--- config.mk ---
export PLATFORM = sky130hd
export DESIGN_NAME = clefia_key_sched_ctrl
export DESIGN_NICKNAME = d
export VERILOG_FILES = /design/src/rtl/clefia_pkg.sv /design/src/rtl/clefia_step_cnt.sv /design/src/rtl/clefia_key_sched_ctrl.sv
export SDC_FILE = /design/constraint.sdc
export NUM_CORES = 1
export LEC_CHECK = 0
export CAP_MARGIN = 20
export CORE_ASPECT_RATIO = 0.6
export CORE_MARGIN = 8
export CORE_UTILIZATION = 40
export CTS_BUF_LIST = sky130_fd_sc_hd__clkbuf_2 sky130_fd_sc_hd__clkbuf_4 sky130_fd_sc_hd__clkbuf_8
export DETAILED_ROUTE_END_ITERATION = 16
export PLACE_DENSITY = 0.66
export SETUP_SLACK_MARGIN = 0.5
export SLEW_MARGIN = 15
export SYNTH_ARGS = -nofsm -noshare
export SYNTH_HDL_FRONTEND = slang
export SYNTH_HIERARCHICAL = 1
export SYNTH_SLANG_ARGS = --single-unit
--- constraint.sdc ---
create_clock -name clk_i -period 1.56 [get_ports clk_i]
set_input_delay 0.312 -clock clk_i [delete_from_list [all_inputs] [get_ports clk_i]]
set_output_delay 0.312 -clock clk_i [all_outputs]
set_load 0.005 [all_outputs]
--- src/rtl/clefia_pkg.sv ---
// Shared definitions for the CLEFIA-128 key schedule: controller state codes,
// schedule dimensions, and the CON table index width used by the table and datapath.
package clefia_pkg;

    localparam int GFN128_ROUNDS = 12;
    localparam int RK128_GROUPS  = 9;
    localparam int CON_IDX_W     = 4;
    localparam int CNT_W         = 4;
    localparam int STATE_W       = 3;

    typedef logic [STATE_W-1:0] state_t;

    localparam state_t ST_IDLE   = 3'd0;
    localparam state_t ST_LOAD   = 3'd1;
    localparam state_t ST_GFN    = 3'd2;
    localparam state_t ST_CAPT   = 3'd3;
    localparam state_t ST_EXPAND = 3'd4;
    localparam state_t ST_DONE   = 3'd5;

    // The round counter is zero-based internally; the CON table is indexed 1..GFN rounds.
    function automatic logic [CON_IDX_W-1:0] conIndex(input logic [CNT_W-1:0] roundIdx);
        return CON_IDX_W'(roundIdx) + CON_IDX_W'(1);
    endfunction

endpackage

--- src/rtl/clefia_step_cnt.sv ---
// Two-level step counter: a sub-cycle counter that ticks every SUB_MAX+1 cycles and an
// index counter that advances on each tick. Used for both GFN rounds and expansion groups.
module clefia_step_cnt #(
    parameter int CNT_W   = 4,
    parameter int SUB_MAX = 0,
    parameter int IDX_MAX = 0
) (
    input  logic             clk_i,
    input  logic             rst_i,
    input  logic             clear_i,
    input  logic             en_i,
    output logic [CNT_W-1:0] idx_o,
    output logic             tick_o,
    output logic             last_o
);

    localparam logic [CNT_W-1:0] SUB_MAX_C = CNT_W'(SUB_MAX);
    localparam logic [CNT_W-1:0] IDX_MAX_C = CNT_W'(IDX_MAX);

    logic [CNT_W-1:0] sub_q;
    logic [CNT_W-1:0] sub_d;
    logic [CNT_W-1:0] idx_q;
    logic [CNT_W-1:0] idx_d;
    logic             tick;

    assign tick   = (sub_q == SUB_MAX_C);
    assign tick_o = tick;
    assign last_o = tick && (idx_q == IDX_MAX_C);
    assign idx_o  = idx_q;

    // Next-count logic: both counters wrap at their maxima so neither can run past its range.
    always_comb begin
        sub_d = sub_q;
        idx_d = idx_q;
        if (clear_i) begin
            sub_d = '0;
            idx_d = '0;
        end else if (en_i) begin
            if (tick) begin
                sub_d = '0;
                idx_d = (idx_q == IDX_MAX_C) ? '0 : idx_q + CNT_W'(1);
            end else begin
                sub_d = sub_q + CNT_W'(1);
            end
        end
    end

    // Count registers with synchronous reset.
    always_ff @(posedge clk_i) begin
        if (rst_i) begin
            sub_q <= '0;
            idx_q <= '0;
        end else begin
            sub_q <= sub_d;
            idx_q <= idx_d;
        end
    end

endmodule

--- src/rtl/clefia_key_sched_ctrl.sv ---
// CLEFIA-128 key schedule sequencer. Loads K into the GFN datapath, steps it through
// the GFN rounds while indexing the CON table, captures L, then drives the round-key
// expansion groups before pulsing done. All outputs are decoded from registered state.
module clefia_key_sched_ctrl
    import clefia_pkg::*;
#(
    parameter int ROUND_CYC  = 1,
    parameter int GFN_ROUNDS = GFN128_ROUNDS,
    parameter int RK_GROUPS  = RK128_GROUPS
) (
    input  logic                 clk_i,
    input  logic                 rst_i,
    input  logic                 start_i,
    output logic                 ready_o,
    output logic [CON_IDX_W-1:0] con_round_o,
    output logic                 gfn_load_o,
    output logic                 gfn_step_o,
    output logic                 gfn_last_o,
    output logic                 l_capture_o,
    output logic                 rk_we_o,
    output logic [3:0]           rk_group_o,
    output logic                 rk_xor_k_o,
    output logic                 sigma_step_o,
    output logic                 done_o
);

    state_t           state_q;
    state_t           state_d;

    logic             inGfn;
    logic             inExpand;
    logic [CNT_W-1:0] gfnIdx;
    logic             gfnTick;
    logic             gfnLast;
    logic [CNT_W-1:0] rkIdx;
    logic             rkTick;
    logic             rkLast;

    assign inGfn    = (state_q == ST_GFN);
    assign inExpand = (state_q == ST_EXPAND);

    clefia_step_cnt #(
        .CNT_W   (CNT_W),
        .SUB_MAX (ROUND_CYC - 1),
        .IDX_MAX (GFN_ROUNDS - 1)
    ) u_gfn_cnt (
        .clk_i   (clk_i),
        .rst_i   (rst_i),
        .clear_i (!inGfn),
        .en_i    (inGfn),
        .idx_o   (gfnIdx),
        .tick_o  (gfnTick),
        .last_o  (gfnLast)
    );

    clefia_step_cnt #(
        .CNT_W   (CNT_W),
        .SUB_MAX (0),
        .IDX_MAX (RK_GROUPS - 1)
    ) u_rk_cnt (
        .clk_i   (clk_i),
        .rst_i   (rst_i),
        .clear_i (!inExpand),
        .en_i    (inExpand),
        .idx_o   (rkIdx),
        .tick_o  (rkTick),
        .last_o  (rkLast)
    );

    // Phase sequencing; start is only honoured in IDLE and unknown codes fall back to IDLE.
    always_comb begin
        state_d = state_q;
        case (state_q)
            ST_IDLE:   if (start_i) state_d = ST_LOAD;
            ST_LOAD:   state_d = ST_GFN;
            ST_GFN:    if (gfnLast) state_d = ST_CAPT;
            ST_CAPT:   state_d = ST_EXPAND;
            ST_EXPAND: if (rkLast) state_d = ST_DONE;
            ST_DONE:   state_d = ST_IDLE;
            default:   state_d = ST_IDLE;
        endcase
    end

    // State register; reset aborts any schedule in flight.
    always_ff @(posedge clk_i) begin
        if (rst_i) begin
            state_q <= ST_IDLE;
        end else begin
            state_q <= state_d;
        end
    end

    // Moore output decode from the state and counter registers only.
    always_comb begin
        ready_o      = 1'b0;
        con_round_o  = '0;
        gfn_load_o   = 1'b0;
        gfn_step_o   = 1'b0;
        gfn_last_o   = 1'b0;
        l_capture_o  = 1'b0;
        rk_we_o      = 1'b0;
        rk_group_o   = '0;
        rk_xor_k_o   = 1'b0;
        sigma_step_o = 1'b0;
        done_o       = 1'b0;
        case (state_q)
            ST_IDLE: ready_o = 1'b1;
            ST_LOAD: gfn_load_o = 1'b1;
            ST_GFN: begin
                con_round_o = conIndex(gfnIdx);
                gfn_step_o  = gfnTick;
                gfn_last_o  = gfnLast;
            end
            ST_CAPT: l_capture_o = 1'b1;
            ST_EXPAND: begin
                rk_we_o      = rkTick;
                sigma_step_o = rkTick;
                rk_group_o   = 4'(rkIdx);
                rk_xor_k_o   = rkIdx[0];
            end
            ST_DONE: done_o = 1'b1;
            default: ;
        endcase
    end

endmodule

==> results of run 1 <==
==> cell usage after synthesis, drive strengths merged <==
| library cell | n | area share |
|---|---|---|
| and4bb | 2 | 0.025 |
| buf | 4 | 0.027 |
| a311oi | 2 | 0.015 |
| nand3 | 4 | 0.017 |
| xnor2 | 2 | 0.015 |
| nand4 | 2 | 0.011 |
| nand4bb | 2 | 0.024 |
| a21oi | 11 | 0.047 |
| ha | 8 | 0.086 |
| and2 | 9 | 0.048 |
| o211ai | 1 | 0.0064 |
| xor2 | 3 | 0.023 |
| and4 | 1 | 0.0075 |
| nor2 | 6 | 0.019 |
| nand2 | 11 | 0.035 |
| a2111oi | 1 | 0.0086 |
| a311o | 1 | 0.0086 |
| dfxtp | 19 | 0.33 |
| nor3b | 3 | 0.029 |
| o21ai | 4 | 0.017 |
| inv | 13 | 0.042 |
| a211oi | 1 | 0.0064 |
| nand2b | 4 | 0.024 |
| nand4b | 1 | 0.0075 |
| or3b | 2 | 0.015 |
| a41oi | 2 | 0.015 |
| nor3 | 5 | 0.021 |
| or3 | 2 | 0.011 |
| or4 | 1 | 0.0064 |
| or2 | 2 | 0.011 |
| nor2b | 2 | 0.015 |
| clkbuf | 2 | 0.0064 |
| and3b | 1 | 0.0075 |
| mux2i | 2 | 0.017 |
==> power by group through the flow <==
stage / clock (W) / sequential [W] / combinational, W
3_5_place_dp: 0 / 0.000514 / 0.000182
4_1_cts: 0.000364 / 0.000497 / 0.000255
2_1_floorplan: 0 / 0.000507 / 0.000111
6_report: 0.000361 / 0.000498 / 0.000354
5_1_grt: 0.000391 / 0.000498 / 0.000371
3_3_place_gp: 0 / 0.000513 / 0.000177
==> registers in the layout, indices dropped and copies added, names as in the netlist <==
name             cells
u_rk_cnt/idx_o       4
u_gfn_cnt/sub_q      4
u_rk_cnt/sub_q       4
u_gfn_cnt/idx_o      4
state_q              3
==> final timing paths <==
check                     startpoint            endpoint  slack, ns
setup / recovery   u_rk_cnt/sub_q[1]             rk_we_o      -0.22
hold / removal    u_gfn_cnt/idx_o[0]  u_gfn_cnt/idx_o[0]       0.56
setup reg to reg   u_rk_cnt/sub_q[1]          state_q[0]      -0.14
hold reg to reg   u_gfn_cnt/idx_o[0]  u_gfn_cnt/idx_o[0]       0.56
==> cells by family (layout without fill, tap and decap cells) <==
logic type	after synthesis	after routing	share of synthesized area
adder cells (fa/ha/maj)	8	8	0.0858
AO/OA/AOI/OAI	23	23	0.124
XOR/XNOR	5	5	0.0376
buffers and inverters	19	104	0.0751
AND/OR/NAND/NOR	60	60	0.334
flip-flops	19	19	0.326
multiplexers	2	2	0.0172
==> final cells by class <==
cell class,instances,area share
clock buffer,3,0.0177
tap,34,0.0183
multi-input combinational,98,0.418
clock inverter,1,0.00215
timing repair buffer,87,0.349
sequential,19,0.172
inverter,13,0.0231
==> through the flow <==
| stage | setup WS, ns | area, µm² | instances | hold WS (ns) | setup TNS (ns) |
|---|---|---|---|---|---|
| 2_1_floorplan | 0.0570 | 1300 | 136 | 0.377 | 0 |
| 3_3_place_gp | -0.280 | 1730 | 218 | 0.466 | -2.36 |
| 3_5_place_dp | -0.302 | 1730 | 218 | 0.476 | -2.74 |
| 4_1_cts | -0.195 | 2070 | 243 | 0.533 | -0.988 |
| 5_1_grt | -0.262 | 2330 | 255 | 0.584 | -3.28 |
| 6_report | -0.219 | 2330 | 255 | 0.564 | -1.87 |
==> tightest hold or removal path, stage by stage (launching register included) <==
cell	delay, ns
dfxtp_4	0.38
nand2_1	0.09
a21oi_2	0.06
==> repair_timing <==
action | CTS | global route
resized for setup | 122 | 34
endpoints found under the setup margin | 35 | 36
cloned | 0 | 0
pin swaps | 26 | 14
hold buffers | 0 | 0
buffers inserted | 21 | 12
==> metal layers <==
layer	vias up	track usage
li1	644	-
met1	661	0.199
met2	56	0.271
met3	17	0.0423
met4	0	0.0520
met5	-	0
==> impl_metrics.py, run 1 <==
metrics = {
    "global_routing": {
        "grt_max_degree": 12,
        "grt_pass1_wl_um": 6300,
        "grt_pass1_vias": 1273,
        "grtUsageTotal": 0.162,
        "overflow": 0,
        "antenna_found_initial": 0,
    },
    "yosys": {
        "synth_area_um2": 1170,
        "postSynthAreaPerCell_um2": 8.57,
        "synth-seq-area-share": 0.326,
        "synth_cell_types": 43,
        "netlist_instances": 136,
        "synthesis.nets": 147,
        "synth-seq-cells": 19,
        "ys_warn_count": 6,
    },
    "timing": {
        "fmax_mhz": 562,
        "tightest_slew_ns": 0.327,
        "fin_ws_ns": -0.219,
        "setup_viol": 24,
        "maxSlewHeadroom": 0.780,
        "rsz0062_at_grt": "yes",
        "min_period_ns": 1.78,
        "fin_worst_skew_ns": 0.00376,
        "hold_viol": 0,
        "drv_slew": 0,
        "fin_crit_sh": 1.14,
    },
    "cells_and_area": {
        "fillers": 143,
        "syn2layout_area_growth_pct": 99.7,
        "drive_gt1_frac": 0.724,
        "regArea_um2": 400,
        "nets": 233,
        "final_cell_mix": "buf_6 (40), buf_4 (37), a21oi_2 (10)",
        "fin_util": 0.827,
        "multi_input_area_um2": 972,
        "final_common_cell": "buf_6",
        "num_antenna_cells": 0,
    },
    "detailed_routing": {
        "antenna_left": 0,
        "wl_met3_um": 307,
        "vias_per_cell": 5.40,
        "highest_layer": "met4",
        "drtPass1Iterations": 4,
        "met2WireLength_um": 2310,
        "drt_iter0_drc": 38,
        "drc_errors": 0,
        "wl_um": 4800,
        "wire_per_inst_um": 18.8,
        "drt-met1-wl_um": 2030,
        "vias": 1378,
    },
    "place": {
        "dpl.hpwl_um": 2560,
        "io_buffers": 19,
        "place_congestion": 0.772,
    },
    "clock_network": {
        "clock_path_buffers": 2,
        "clock_latency_ns": 0.27,
        "cts_made_buffers": 3,
        "cts_tree": "done",
        "htree_levels": 1,
        "clkTransAtPathRegs_ns": 0.08,
        "cts.sinks": 19,
        "cts_root_buf": "clkbuf_8",
    },
    "die": {
        "dieArea_um2": 4960,
        "core_area_um2": 2820,
        "die_h_um": 57.8,
        "initial_core_util": 0.414,
        "pin_count": 20,
        "row_count": 15,
        "fp.dieW_um": 85.7,
    },
    "power_and_ir_drop": {
        "p_switching_w": 0.000330,
        "power.share.switching": 0.272,
        "p_per_area_nw_per_um2": 521,
        "clock_power_share": 0.297,
        "ir_drop_uv": 415,
        "p_leak_nw": 0.939,
        "p_int_w": 0.000882,
        "power_frac_comb": 0.292,
        "seqPwrFrac": 0.410,
        "total_power_w": 0.00121,
    },
    "min_path": {
        "hp-class": "flop to flop",
        "hold_depth": 2,
    },
    "critical_path": {
        "critical_path_depth": 6,
        "setup.worst_path.end_class": "primary output",
        "cp.required_ns": 1.25,
        "crit_chain": "inv_2, ha_4, or3b_4, inv_2, and2_4, buf_6",
        "crit_path_start_kind": "flop",
        "critPathSlowestCell": "or3b_4",
        "crit_family": "simple AND/OR/NAND/NOR gates",
        "path_class": "flop to primary output",
        "worst-path-buf-inv": 3,
        "crit_fanout": 2,
        "reg2regPathDepth": 7,
        "crit_top_cell": "inv_2",
        "slowest_delay_ns": 0.38,
        "arrival_ns": 1.47,
    },
    "flow_run": {
        "drv_cap": 0,
    },
    "outcome": {
        "status": "finished with violations",
        "violations": "negative setup slack",
    },
}
Note: power is estimated with default switching activity, not from simulation.
==> run 2, diff against run 1 <==
CELL_PAD_IN_SITES_DETAIL_PLACEMENT = 2   (was unset)
CELL_PAD_IN_SITES_GLOBAL_PLACEMENT = 2   (was unset)
CORE_UTILIZATION = 29   (was 40)
PLACE_DENSITY = unset   (was 0.66)
PLACE_DENSITY_LB_ADDON = 0.1   (was unset)
==> run 2 against run 1 <==
The run now fails in global routing. Synthesized cell count is the same. Area after synthesis did not move.
==> impl_metrics.py, run 2 <==
metrics = {
    "timing": {
        "endpoint_type": "top-level output",
        "worst_endpoint": "rk_we_o",
    },
    "clock_network": {
        "htree_levels": 1,
        "clock_path_buffers": 2,
        "cts_root_buf": "clkbuf_8",
        "cts.sinks": 19,
        "hold_buffers": 0,
        "cts_made_buffers": 3,
    },
    "yosys": {
        "synth_top_area_cell": "dfxtp_1",
        "synthesis.nets": 147,
        "synth-async-reset-ratio": 0,
        "synth_area_um2": 1170,
        "synth.area.top_cells": "dfxtp_1 (33%), ha_1 (8.6%), and2_1 (4.8%)",
        "postSynthAreaPerCell_um2": 8.57,
        "synth-seq-area-share": 0.326,
        "synth_cell_types": 43,
        "synthDominantCellAreaShare": 0.326,
        "synth_edf_count": 0,
        "ys_warn_count": 6,
        "synth_flop_cell": "dfxtp_1",
        "netlist_instances": 136,
        "synth-seq-cells": 19,
        "synth_commonest_cells": "dfxtp_1 (19), a21oi_1 (11), inv_1 (11), nand2_1 (11), and2_1 (9)",
        "yosysMostFrequentCell": "dfxtp_1",
    },
    "die": {
        "initial_core_util": 0.293,
        "row_count": 18,
        "pin_count": 20,
        "die_h_um": 65.1,
        "fp.dieW_um": 97.9,
    },
    "outcome": {
        "status": "aborted with a tool error",
        "haltStage": "global routing",
        "error_line": "[ERROR DPL-0033] detailed placement checks failed during check placement.",
    },
    "global_routing": {
        "antenna_found_initial": 0,
        "grt_max_degree": 12,
    },
    "place": {
        "io_buffers": 19,
        "place_congestion": 0.797,
        "dpl.hpwl_um": 3400,
    },
}
## run 2: kinds of logic after synthesis
kind of cell,Yosys count,share of synthesized area
AO/OA/AOI/OAI,23,0.124
XOR/XNOR,5,0.0376
adder cells (fa/ha/maj),8,0.0858
buffers and inverters,19,0.0751
flip-flops,19,0.326
multiplexers,2,0.0172
AND/OR/NAND/NOR,60,0.334
## run 2: timing repair
item	CTS
buffers inserted	25
gates resized for setup	133
endpoints found under the setup margin	34
pin swaps	27
## run 2: metrics by stage
| step | setup slack, ns | std cells | area (µm²) | TNS (ns) | hold WS, ns |
|---|---|---|---|---|---|
| 2_1_floorplan | 0.0570 | 136 | 1300 | 0 | 0.377 |
| 3_3_place_gp | -0.284 | 235 | 1770 | -2.61 | 0.511 |
| 3_5_place_dp | -0.316 | 235 | 1770 | -4.00 | 0.511 |
| 4_1_cts | -0.230 | 264 | 2190 | -2.01 | 0.516 |
==> run 3, diff against run 2 <==
CELL_PAD_IN_SITES_DETAIL_PLACEMENT = unset   (was 2)
CELL_PAD_IN_SITES_GLOBAL_PLACEMENT = unset   (was 2)
CORE_ASPECT_RATIO = unset   (was 0.6)
CORE_UTILIZATION = 25   (was 29)
CTS_BUF_LIST = unset   (was sky130_fd_sc_hd__clkbuf_2 sky130_fd_sc_hd__clkbuf_4 sky130_fd_sc_hd__clkbuf_8)
PLACE_DENSITY_LB_ADDON = 0.15   (was 0.1)
SETUP_SLACK_MARGIN = unset   (was 0.5)
clock period = 2 ns   (was 1.56 ns; I/O delays follow)
==> run 3 against run 2 <==
The run now ends clean.
==> impl_metrics.py, run 3 (synthesized netlist as in run 1, its figures left out) <==
metrics = {
    "outcome": {
        "status": "complete, no violations",
    },
    "power_and_ir_drop": {
        "seqPwrFrac": 0.501,
        "total_power_w": 0.000780,
        "p_switching_w": 0.000190,
        "p_leak_nw": 0.731,
        "power_frac_comb": 0.150,
        "p_int_w": 0.000590,
        "clock_power_share": 0.349,
        "p_per_area_nw_per_um2": 464,
        "power.share.switching": 0.243,
        "ir_drop_uv": 271,
    },
    "critical_path": {
        "reg2regPathDepth": 10,
        "crit_path_start_kind": "flop",
        "rrSetupSlack_ns": 0.14,
        "path_class": "flop to primary output",
        "setup.worst_path.end_class": "primary output",
        "arrival_ns": 1.53,
        "crit_fanout": 2,
        "timing.rr.start": "u_gfn_cnt/sub_q[1]",
        "cp.required_ns": 1.60,
        "critPathSlowestCell": "dfxtp_1",
        "slowest_delay_ns": 0.31,
        "crit_chain": "inv_1, ha_2, nor3b_4, buf_4, and4_1, and2_1, buf_2",
        "reg2reg_to": "state_q[0]",
    },
    "cells_and_area": {
        "nets": 194,
        "regArea_um2": 392,
        "fillers": 480,
        "final_common_cell": "buf_4",
        "layoutNonFillerInstCount": 236,
        "drive_gt1_frac": 0.324,
        "syn2layout_area_growth_pct": 44.3,
        "num_antenna_cells": 0,
        "multi_input_area_um2": 734,
        "final_cell_mix": "buf_4 (29), dfxtp_1 (14), inv_1 (11), a21oi_1 (11), nand2_1 (11)",
    },
    "timing": {
        "tightest_slew_ns": 0.311,
        "rsz0062_at_grt": "yes",
        "setup_viol": 0,
        "fin_crit_sh": 0.967,
        "maxSlewHeadroom": 0.793,
        "drv_slew": 0,
        "min_period_ns": 1.93,
        "hold_viol": 0,
        "finalSetupTns_ns": 0,
        "fin_worst_skew_ns": 0.00410,
        "fmax_mhz": 517,
    },
    "clock_network": {
        "htree_levels": 1,
        "cts_made_buffers": 3,
        "clock_latency_ns": 0.25,
        "cts.sinks": 19,
        "cts_root_buf": "clkbuf_8",
        "hold_buffers": 0,
        "cts_tree": "done",
        "clkTransAtPathRegs_ns": 0.08,
        "clock_path_buffers": 2,
    },
    "die": {
        "pin_count": 20,
        "core_area_um2": 4600,
        "row_count": 25,
        "die_h_um": 84.3,
        "initial_core_util": 0.254,
        "dieArea_um2": 7110,
        "fp.dieW_um": 84.3,
    },
    "min_path": {
        "whs_endpoint": "u_rk_cnt/idx_o[1]",
        "worst_hold_startpoint": "u_rk_cnt/idx_o[1]",
        "hp-class": "flop to flop",
        "hold_depth": 2,
    },
    "place": {
        "io_buffers": 19,
        "dp.cells": 219,
        "place_congestion": 0.777,
        "dpl.hpwl_um": 2020,
    },
    "global_routing": {
        "grt_pass1_wl_um": 5190,
        "antenna_found_initial": 0,
        "grt_pass1_vias": 1165,
        "grtUsageTotal": 0.0856,
        "grt_max_degree": 11,
        "overflow": 0,
    },
    "detailed_routing": {
        "wire_per_inst_um": 12.0,
        "vias": 1121,
        "vias_per_cell": 4.75,
        "antenna_left": 0,
        "drc_errors": 0,
        "drtPass1Iterations": 6,
        "wl_um": 2840,
        "drt_iter0_drc": 36,
    },
    "flow_run": {
        "drv_cap": 0,
    },
}
## run 3: area by class of cell
cell class              instances  share of cell area
clock buffers                   4              0.0268
inverters                      13              0.0290
multi-input cells              98               0.436
flip-flops and latches         19               0.233
well taps                      54              0.0401
repair buffers                 48               0.235
## run 3: power groups by stage
stage	clock network, W	registers, W	logic [W]
2_1_floorplan	0	0.000395	0.0000686
4_1_cts	0.000288	0.000391	0.000117
3_3_place_gp	0	0.000402	0.000105
6_report	0.000273	0.000391	0.000117
5_1_grt	0.000308	0.000392	0.000129
3_5_place_dp	0	0.000402	0.000105
## run 3: repair_timing
action                                  4_1_cts  5_1_grt
endpoints found under the setup margin       13        9
pin swaps                                     3        4
setup buffers                                10        3
gates resized for setup                      25       12
## run 3: routing by layer
| metal | GRT usage | vias up | wire length (µm) |
|---|---|---|---|
| li1 | - | 566 | - |
| met1 | 0.0887 | 524 | 1230 |
| met2 | 0.155 | 29 | 1410 |
| met3 | 0.0368 | 2 | 176 |
| met4 | 0.0188 | 0 | 21 |
| met5 | 0 | - | 0 |
## run 3: stage by stage
step,hold slack [ns],worst slack [ns],cell area [µm²],utilization
after global routing,0.573,-0.0548,1680,0.366
after floorplan,0.465,0.358,1170,-
after global placement,0.492,-0.0764,1510,0.327
after CTS,0.533,-0.0301,1650,0.359
after detailed placement,0.522,-0.149,1510,0.327
final,0.533,0.0663,1680,0.366
## run 3: how the worst max path moves through the flow
stage / endpoint / from / slack, ns
5_1_grt: gfn_last_o / u_gfn_cnt/sub_q[0] / -0.05
4_1_cts: gfn_last_o / u_gfn_cnt/sub_q[0] / -0.03
6_report: gfn_last_o / u_gfn_cnt/sub_q[1] / 0.07
3_3_place_gp: gfn_last_o / u_gfn_cnt/sub_q[0] / -0.08
3_5_place_dp: gfn_last_o / u_gfn_cnt/sub_q[0] / -0.15
2_1_floorplan: sigma_step_o / u_rk_cnt/sub_q[0] / 0.36
## run 3: worst max-delay path, delay by kind of cell, from the launching register on
| kind | cells | cell delay [ns] |
|---|---|---|
| adders and majority gates | 1 | 0.17 |
| buffers and inverters | 3 | 0.30 |
| DFF | 1 | 0.31 |
| and+or+nand+nor | 3 | 0.50 |
==> patch: new RTL, flow settings as in run 3 <==
Change the parameter `ROUND_CYC` from 1 to 0.
--- a/src/rtl/clefia_key_sched_ctrl.sv
+++ b/src/rtl/clefia_key_sched_ctrl.sv
@@ -6,3 +6,3 @@
 #(
-    parameter int ROUND_CYC  = 1,
+    parameter int ROUND_CYC  = 0,
     parameter int GFN_ROUNDS = GFN128_ROUNDS,
Behaviour: not the same (Yosys sat finds a counterexample within 4 cycles, from zero or initial values and one cycle with rst_i high).
==> patch against run 3 <==
Hold slack worse by 0.042 ns; register-to-register slack better by 0.03 ns; sequential share of layout area up 1.7 points; design area down 7.6%; sequential cell count unchanged; setup slack worse by 0.014 ns; non-clock buffer count down 13; clock skew down 0.0028 ns; count of clock-buffer cells in the layout down 1; area after synthesis down 1.8%; power down 3.9%; routed wire length down 9.1%; clock power down 4%; largest cell class unchanged; highest routed layer unchanged.
==> patch: results (changes against run 3) <==
CP Max Fanout: 7 (+5)
ClkCell Share: 2.98% (+0.30 points)
WL/cell: 11.7 um (-2.9%)
Status: complete, no violations
Switching share of power: 23.3% (-1.1 points)
Worst slack at placement: 0.00302 ns (+0.152 ns)
Synth Area per Inst: 8.42 sq um (-1.8%)
Worst Path Arrival: 1.55 ns (+0.02 ns)
Seq/total area: 24.9% (+1.7 points)
Multi-input gate count: 100 (+2.0%)
WHS: 0.491 ns (-0.0423 ns)
Max IR drop VDD: 0.329 mV (+21%)
Worst setup path start: state_q[0]
Post-DP HPWL: 1980 um (-1.7%)
Total track usage: 7.64% (-0.92 points)
Total leakage power: 0.666 nW (-8.8%)
Placed cells: 215 (-1.8%)
Capture point of the critical path: gfn_load_o
Slew HR: 78.8% (-0.46 points)
Reg2reg path depth: 7 (-3)
Final Skew: 0.00130 ns (-0.00280 ns)
Final worst-path cycle share: 97.4% (+0.71 points)
Cell variety after synth: 40 (-7.0%)
Pre-Repair DR Iteration Count: 3 (-3)
Final WL: 2580 um (-9.1%)
RePlAce Congestion: 0.753 (-3.1%)
Sequential element share of the synthesized area: 33.2% (+0.61 points)
Initial DRC count: 47 (+31%)
Vias in the first global route: 1,062 (-8.8%)
Post-synth net total: 146 (-0.68%)
Area of the multi-input gates: 707 sq um (-3.7%)
Compound-Gate Fraction of Synth Area: 11.8% (-0.64 points)
Buffers, non-clock: 35 (-27%)
Top cells by count, synth: dfxtp_1 (19), nand2_1 (13), a21oi_1 (11)
Layout cells sized above 1: 24.9% (-7.6 points)
patch: what timing repair did:
item	CTS	global route
pin swaps	1	2
endpoints found under the setup margin	13	9
resized for setup	17	12
hold endpoints to repair	0	0
hold buffers	0	0
buffers inserted	2	0
patch: critical path, cell delays in order (launching register included):
cell and delay (ns):
dfxtp_1 0.41, buf_4 0.18, nor3b_1 0.18, clkdlybuf4s50_1 0.54
patch: kinds of logic (layout without fill, tap and decap cells):
kind of cell | count (synthesis) | after routing
compound gates | 22 | 22
simple gates | 63 | 63
xor+xnor | 6 | 6
flops | 19 | 19
mux | 2 | 2
buf+inv | 17 | 50
fa+ha+maj | 7 | 7
patch: routing by layer:
metal  track usage (%)  vias up  wire length (um)
li1                  -      532                 -
met1              8.25      469              1200
met2              14.0       10              1280
met3              2.44        2                87
met4              1.57        0                18
met5                 0        -                 0
